`src/rtl/data_axi_bridge.sv`:
```
// Bridges the core's req/addr_ok/data_ok data port onto AXI4-style AR/R/AW/W/B channels, one transaction at a time.
// Optional DATA_AXI_POSTED_WRITE_EN: acknowledge writes once AW and W are done and collect B in the background.
module data_axi_bridge (
    input  logic        clk,
    input  logic        reset,
    input  logic        data_req,
    input  logic        data_wr,
    input  logic [1:0]  data_size,
    input  logic [3:0]  data_wstrb,
    input  logic [31:0] data_addr,
    input  logic [31:0] data_wdata,
    output logic        data_addr_ok,
    output logic        data_data_ok,
    output logic [31:0] data_rdata,
    output logic [31:0] araddr,
    output logic [2:0]  arsize,
    output logic        arvalid,
    input  logic        arready,
    input  logic [31:0] rdata,
    input  logic        rvalid,
    output logic        rready,
    output logic [31:0] awaddr,
    output logic [2:0]  awsize,
    output logic        awvalid,
    input  logic        awready,
    output logic [31:0] wdata,
    output logic [3:0]  wstrb,
    output logic        wvalid,
    input  logic        wready,
    input  logic        bvalid,
    output logic        bready
);
    typedef enum logic [2:0] {IDLE, RD_AR, RD_R, WR_AW_W, WR_B} state_t;

    state_t      state_reg;
    logic [31:0] addr_reg;
    logic [1:0]  size_reg;
    logic [3:0]  wstrb_reg;
    logic [31:0] wdata_reg;
    logic        arvalid_reg, rready_reg, awvalid_reg, wvalid_reg;
    logic        aw_done_reg, w_done_reg;
    logic        aw_now, w_now, both_done, accept;

    assign aw_now    = aw_done_reg | (awvalid_reg & awready);
    assign w_now     = w_done_reg  | (wvalid_reg & wready);
    assign both_done = (state_reg == WR_AW_W) & aw_now & w_now;

`ifdef DATA_AXI_POSTED_WRITE_EN
    logic        b_pending_reg;
    logic [29:0] pend_addr_reg;
    logic        blocked;

    // Only a read of the word still awaiting B is held, to keep read-after-write ordering.
    assign blocked      = b_pending_reg & (data_wr | (data_addr[31:2] == pend_addr_reg));
    assign data_addr_ok = (state_reg == IDLE) & ~blocked;
    assign bready       = b_pending_reg;
    assign data_data_ok = ((state_reg == RD_R) & rvalid) | both_done;
`else
    logic bready_reg;

    assign data_addr_ok = (state_reg == IDLE);
    assign bready       = bready_reg;
    assign data_data_ok = ((state_reg == RD_R) & rvalid) | ((state_reg == WR_B) & bvalid);
`endif

    assign accept     = data_req & data_addr_ok;
    assign data_rdata = rdata;
    assign araddr     = addr_reg;
    assign awaddr     = addr_reg;
    assign arsize     = {1'b0, size_reg};
    assign awsize     = {1'b0, size_reg};
    assign wdata      = wdata_reg;
    assign wstrb      = wstrb_reg;
    assign arvalid    = arvalid_reg;
    assign rready     = rready_reg;
    assign awvalid    = awvalid_reg;
    assign wvalid     = wvalid_reg;

    always_ff @(posedge clk) begin
        if (reset) begin
            state_reg   <= IDLE;
            addr_reg    <= '0;
            size_reg    <= 2'd2;
            wstrb_reg   <= '0;
            wdata_reg   <= '0;
            arvalid_reg <= 1'b0;
            rready_reg  <= 1'b0;
            awvalid_reg <= 1'b0;
            wvalid_reg  <= 1'b0;
            aw_done_reg <= 1'b0;
            w_done_reg  <= 1'b0;
`ifdef DATA_AXI_POSTED_WRITE_EN
            b_pending_reg <= 1'b0;
            pend_addr_reg <= '0;
`else
            bready_reg  <= 1'b0;
`endif
        end else begin
`ifdef DATA_AXI_POSTED_WRITE_EN
            if (b_pending_reg && bvalid)
                b_pending_reg <= 1'b0;
`endif
            case (state_reg)
                IDLE: begin
                    if (accept) begin
                        addr_reg    <= data_addr;
                        // The illegal size code is treated as a full word.
                        size_reg    <= (data_size == 2'd3) ? 2'd2 : data_size;
                        wstrb_reg   <= data_wstrb;
                        wdata_reg   <= data_wdata;
                        aw_done_reg <= 1'b0;
                        w_done_reg  <= 1'b0;
                        if (data_wr) begin
                            state_reg   <= WR_AW_W;
                            awvalid_reg <= 1'b1;
                            wvalid_reg  <= 1'b1;
                        end else begin
                            state_reg   <= RD_AR;
                            arvalid_reg <= 1'b1;
                        end
                    end
                end
                RD_AR: begin
                    if (arready) begin
                        arvalid_reg <= 1'b0;
                        rready_reg  <= 1'b1;
                        state_reg   <= RD_R;
                    end
                end
                RD_R: begin
                    if (rvalid) begin
                        rready_reg <= 1'b0;
                        state_reg  <= IDLE;
                    end
                end
                WR_AW_W: begin
                    if (awvalid_reg && awready) begin
                        awvalid_reg <= 1'b0;
                        aw_done_reg <= 1'b1;
                    end
                    if (wvalid_reg && wready) begin
                        wvalid_reg <= 1'b0;
                        w_done_reg <= 1'b1;
                    end
                    if (both_done) begin
`ifdef DATA_AXI_POSTED_WRITE_EN
                        state_reg     <= IDLE;
                        b_pending_reg <= 1'b1;
                        pend_addr_reg <= addr_reg[31:2];
`else
                        state_reg  <= WR_B;
                        bready_reg <= 1'b1;
`endif
                    end
                end
                WR_B: begin
`ifdef DATA_AXI_POSTED_WRITE_EN
                    state_reg <= IDLE;
`else
                    if (bvalid) begin
                        bready_reg <= 1'b0;
                        state_reg  <= IDLE;
                    end
`endif
                end
                default: state_reg <= IDLE;
            endcase
        end
    end
endmodule

```
`config.mk`:
```
export PLATFORM = sky130hd
export DESIGN_NAME = data_axi_bridge
export DESIGN_NICKNAME = d
export VERILOG_FILES = /design/src/rtl/data_axi_bridge.sv
export SDC_FILE = /design/constraint.sdc
export NUM_CORES = 1
export LEC_CHECK = 0
export BUFFER_PORTS_ARGS = -buffer_cell sky130_fd_sc_hd__buf_2
export CAP_MARGIN = 15
export CORE_MARGIN = 10
export CORE_UTILIZATION = 37
export DETAILED_ROUTE_END_ITERATION = 12
export GPL_TIMING_DRIVEN = 0
export PLACE_DENSITY = 0.87
export RECOVER_POWER = 50
export SLEW_MARGIN = 20
export SYNTH_ARGS = -nofsm -noshare
export SYNTH_HDL_FRONTEND = slang
export SYNTH_SLANG_ARGS = --single-unit
```
`constraint.sdc`:
```
create_clock -name clk -period 1.5 [get_ports clk]
set_input_delay 0.15 -clock clk [delete_from_list [all_inputs] [get_ports clk]]
set_output_delay 0.15 -clock clk [all_outputs]
set_load 0.02 [all_outputs]
```
==> flow_summary.yaml <==
layout:
  mostFrequentLayoutCells: "buf_2 (145), nand2_1 (140), clkbuf_1 (85)"
  layout_commonest_cell: "buf_2"
  design_area_um2: 5077
  area_delta_synth_final_pct: 43.44
  drive_above_1_share: 0.3918
  final_util: 0.5469
  nets: 790
  diodes: 0
power_and_ir_drop:
  seq_power_share: 0.346
  clkPwrFrac: 0.212
  static-leakage-power_nw: 2.396
  ir_drop_mv: 0.5672
  p_switching_mw: 3.113
  power_density_nw_per_um2: 1585
  p_comb_frac: 0.441
  switching_share: 0.3868
  p_total_mw: 8.047
  p_int_mw: 4.934
route:
  wire_per_inst_um: 14.34
  routed_via_density: 4.408
  drt_wl_total_mm: 11.66
  drtIter0Drc: 160
  dr.pass1.iters: 4
  vias: 3584
  ant_nets: 0
  drc: 0
floorplanning:
  fp.dieArea_um2: 13880
  die_h_um: 117.8
  die_x_um: 117.8
  initial_utilization: 0.3813
  io_pins: 256
  row_count: 35
  core_area_um2: 9284
synthesis:
  yosysTopAreaCellShare: 0.4525
  ys.flop_type: "dfxtp_1"
  yosysTopAreaCell: "dfxtp_1"
  synth_area_leaders: "dfxtp_1 (45%), nand2_1 (15%), buf_4 (15%), a21oi_1 (11%), buf_6 (4.5%)"
  synthArstFlopShare: 0
  synth_seq_cells: 80
  yosysSeqAreaShare: 0.4525
  syn_avg_cell_area_um2: 8.081
  synth_edf_count: 0
  synth_cell_type_count: 31
  netlist_area_um2: 3540
  yosys_warnings: 0
  synth_cells: 438
timing:
  finalHoldViolCount: 0
  layout_min_cycle_time_ns: 1.564
  setup_ws_ns: -0.06371
  drv_slew: 0
  grt_setup_unrepaired: "yes"
  worst_pin_slew_ns: 0.5731
  finalSetupViolCount: 63
  clock.fmax_mhz: 639.5
  post-route-period-util: 1.042
  whs_ns: 0.03850
  fin_tns_setup_ns: -2.338
  slew_headroom: 0.6179
  skew_ns: 0.008772
setup_path:
  cp.required_ns: 1.70
  slowest_delay_ns: 0.50
  crit_family: "simple AND/OR/NAND/NOR gates"
  path_buf_inv: 3
  crit_fanout: 10
  arrival_ns: 1.76
  crit_type: "flop to flop"
  startpoint_type: "flop"
  worst_path_max_delay_cell: "or4b_4"
  end_kind: "flop"
  crit_chain: "buf_4, or4b_4, buf_12, buf_6, nand2_1, a21oi_1"
grt:
  track_usage: 0.1554
  grt_start_max_net_pins: 14
  grt_pass1_vias: 3604
  grt_pass1_wl_mm: 18.17
  antenna_found_initial: 0
  grt_overflow: 0
status:
  status: "finished, violations left"
  violations: "setup timing"
clock_network:
  tritoncts: "yes"
  insertion_delay_ns: 0.34
  clock_sinks: 80
  htree_levels: 3
  cts.clk_slew.worst_paths_ns: 0.08
  root_buffer: "clkbuf_8"
  ctsLongestPathBuffers: 2
  cts_made_buffers: 9
place:
  hpwlAfterDp_mm: 9.193
  place_area_um2: 4813
  port_buffers: 220
  gp_congestion: 0.8215
worst_hold_path:
  hold_path.class: "input port to flop"
job:
  cap_viol_max_count: 0
-- logic make-up (layout without fill, tap and decap cells) --
kind of cell           after synthesis  count (layout)  share of synthesized area
multiplexers                         3               3                   0.008484
other                                1               2                   0.001059
AO/OA/AOI/OAI                       88              88                     0.1329
buffers and inverters               98             343                     0.2082
flip-flops                          80              80                     0.4525
AND/OR/NAND/NOR                    168             168                     0.1969
-- worst paths after layout --
kind / from / to / slack [ns] / depth (start not counted)
min: data_addr[30] / araddr[30]$_SDFFE_PP0P_ / 0.04 / 3
min reg2reg: wdata[13]$_SDFFE_PP0P_ / wdata[13]$_SDFFE_PP0P_ / 0.45 / 2
max reg2reg: state_reg[1]$_SDFFE_PP0P_ / wdata[24]$_SDFFE_PP0P_ / -0.06 / 6
max: state_reg[1]$_SDFFE_PP0P_ / wdata[24]$_SDFFE_PP0P_ / -0.06 / 6
-- metrics by stage --
stage / worst slack, ns / std cells
global placement: -0.1357 / 788
detailed placement: -0.1592 / 788
floorplan: 0.004469 / 439
CTS: -0.09162 / 811
finish: -0.06371 / 813
global route: -0.1228 / 813
-- repair_timing --
action	in CTS	in global routing
gates cloned	1	0
pin swaps	2	3
endpoints found under the setup margin	64	80
resized for setup	16	8
endpoints found under the hold margin	1	0
buffers inserted	5	3
hold buffers	1	0
-- metal layers --
| layer | GRT usage | vias to the layer above | routed length (um) |
|---|---|---|---|
| li1 | - | 1839 | - |
| met3 | 0.06906 | 13 | 1141 |
| met1 | 0.1644 | 1573 | 4536 |
| met2 | 0.2675 | 159 | 5812 |
| met5 | 0 | - | 0 |
| met4 | 0.05487 | 0 | 169 |
-- worst register-to-register path, cell delays in order, from the launching register on --
cell and delay [ns]:
dfxtp_4 0.35, buf_4 0.13, or4b_4 0.50, buf_12 0.17, buf_6 0.14, nand2_1 0.06, a21oi_1 0.07
-- synthesized netlist by cell type (3+ instances only) --
library cell  number
nor3_1             3
mux2i_1            3
nand3_1            3
dfxtp_1           80
nand2_1          141
a311oi_1           3
buf_2              4
clkbuf_1           9
a21oi_1           76
buf_4             69
buf_6             14
nor2_1             8
-- cell type report --
class	instances	area [um2]
Timing Repair Buffer	230	1091
Buffer	95	745.7
Clock buffer	11	131.4
Multi-Input combinational cell	261	1246
Clock inverter	5	81.33
Fill cell	908	4207
Inverter	2	10.01
Tap cell	129	161.4
Sequential cell	80	1610
-- power by group through the flow --
| stage | Clock (mW) | Sequential (mW) | Combinational (mW) |
|---|---|---|---|
| 6_report | 1.71 | 2.79 | 3.55 |
| 5_1_grt | 1.86 | 2.84 | 3.88 |
| 4_1_cts | 1.77 | 2.77 | 3.59 |
| 3_5_place_dp | 0 | 2.82 | 3.39 |
| 3_3_place_gp | 0 | 2.80 | 3.37 |
| 2_1_floorplan | 0 | 3.25 | 1.89 |
No activity file was read; power rests on OpenSTA's default activity.
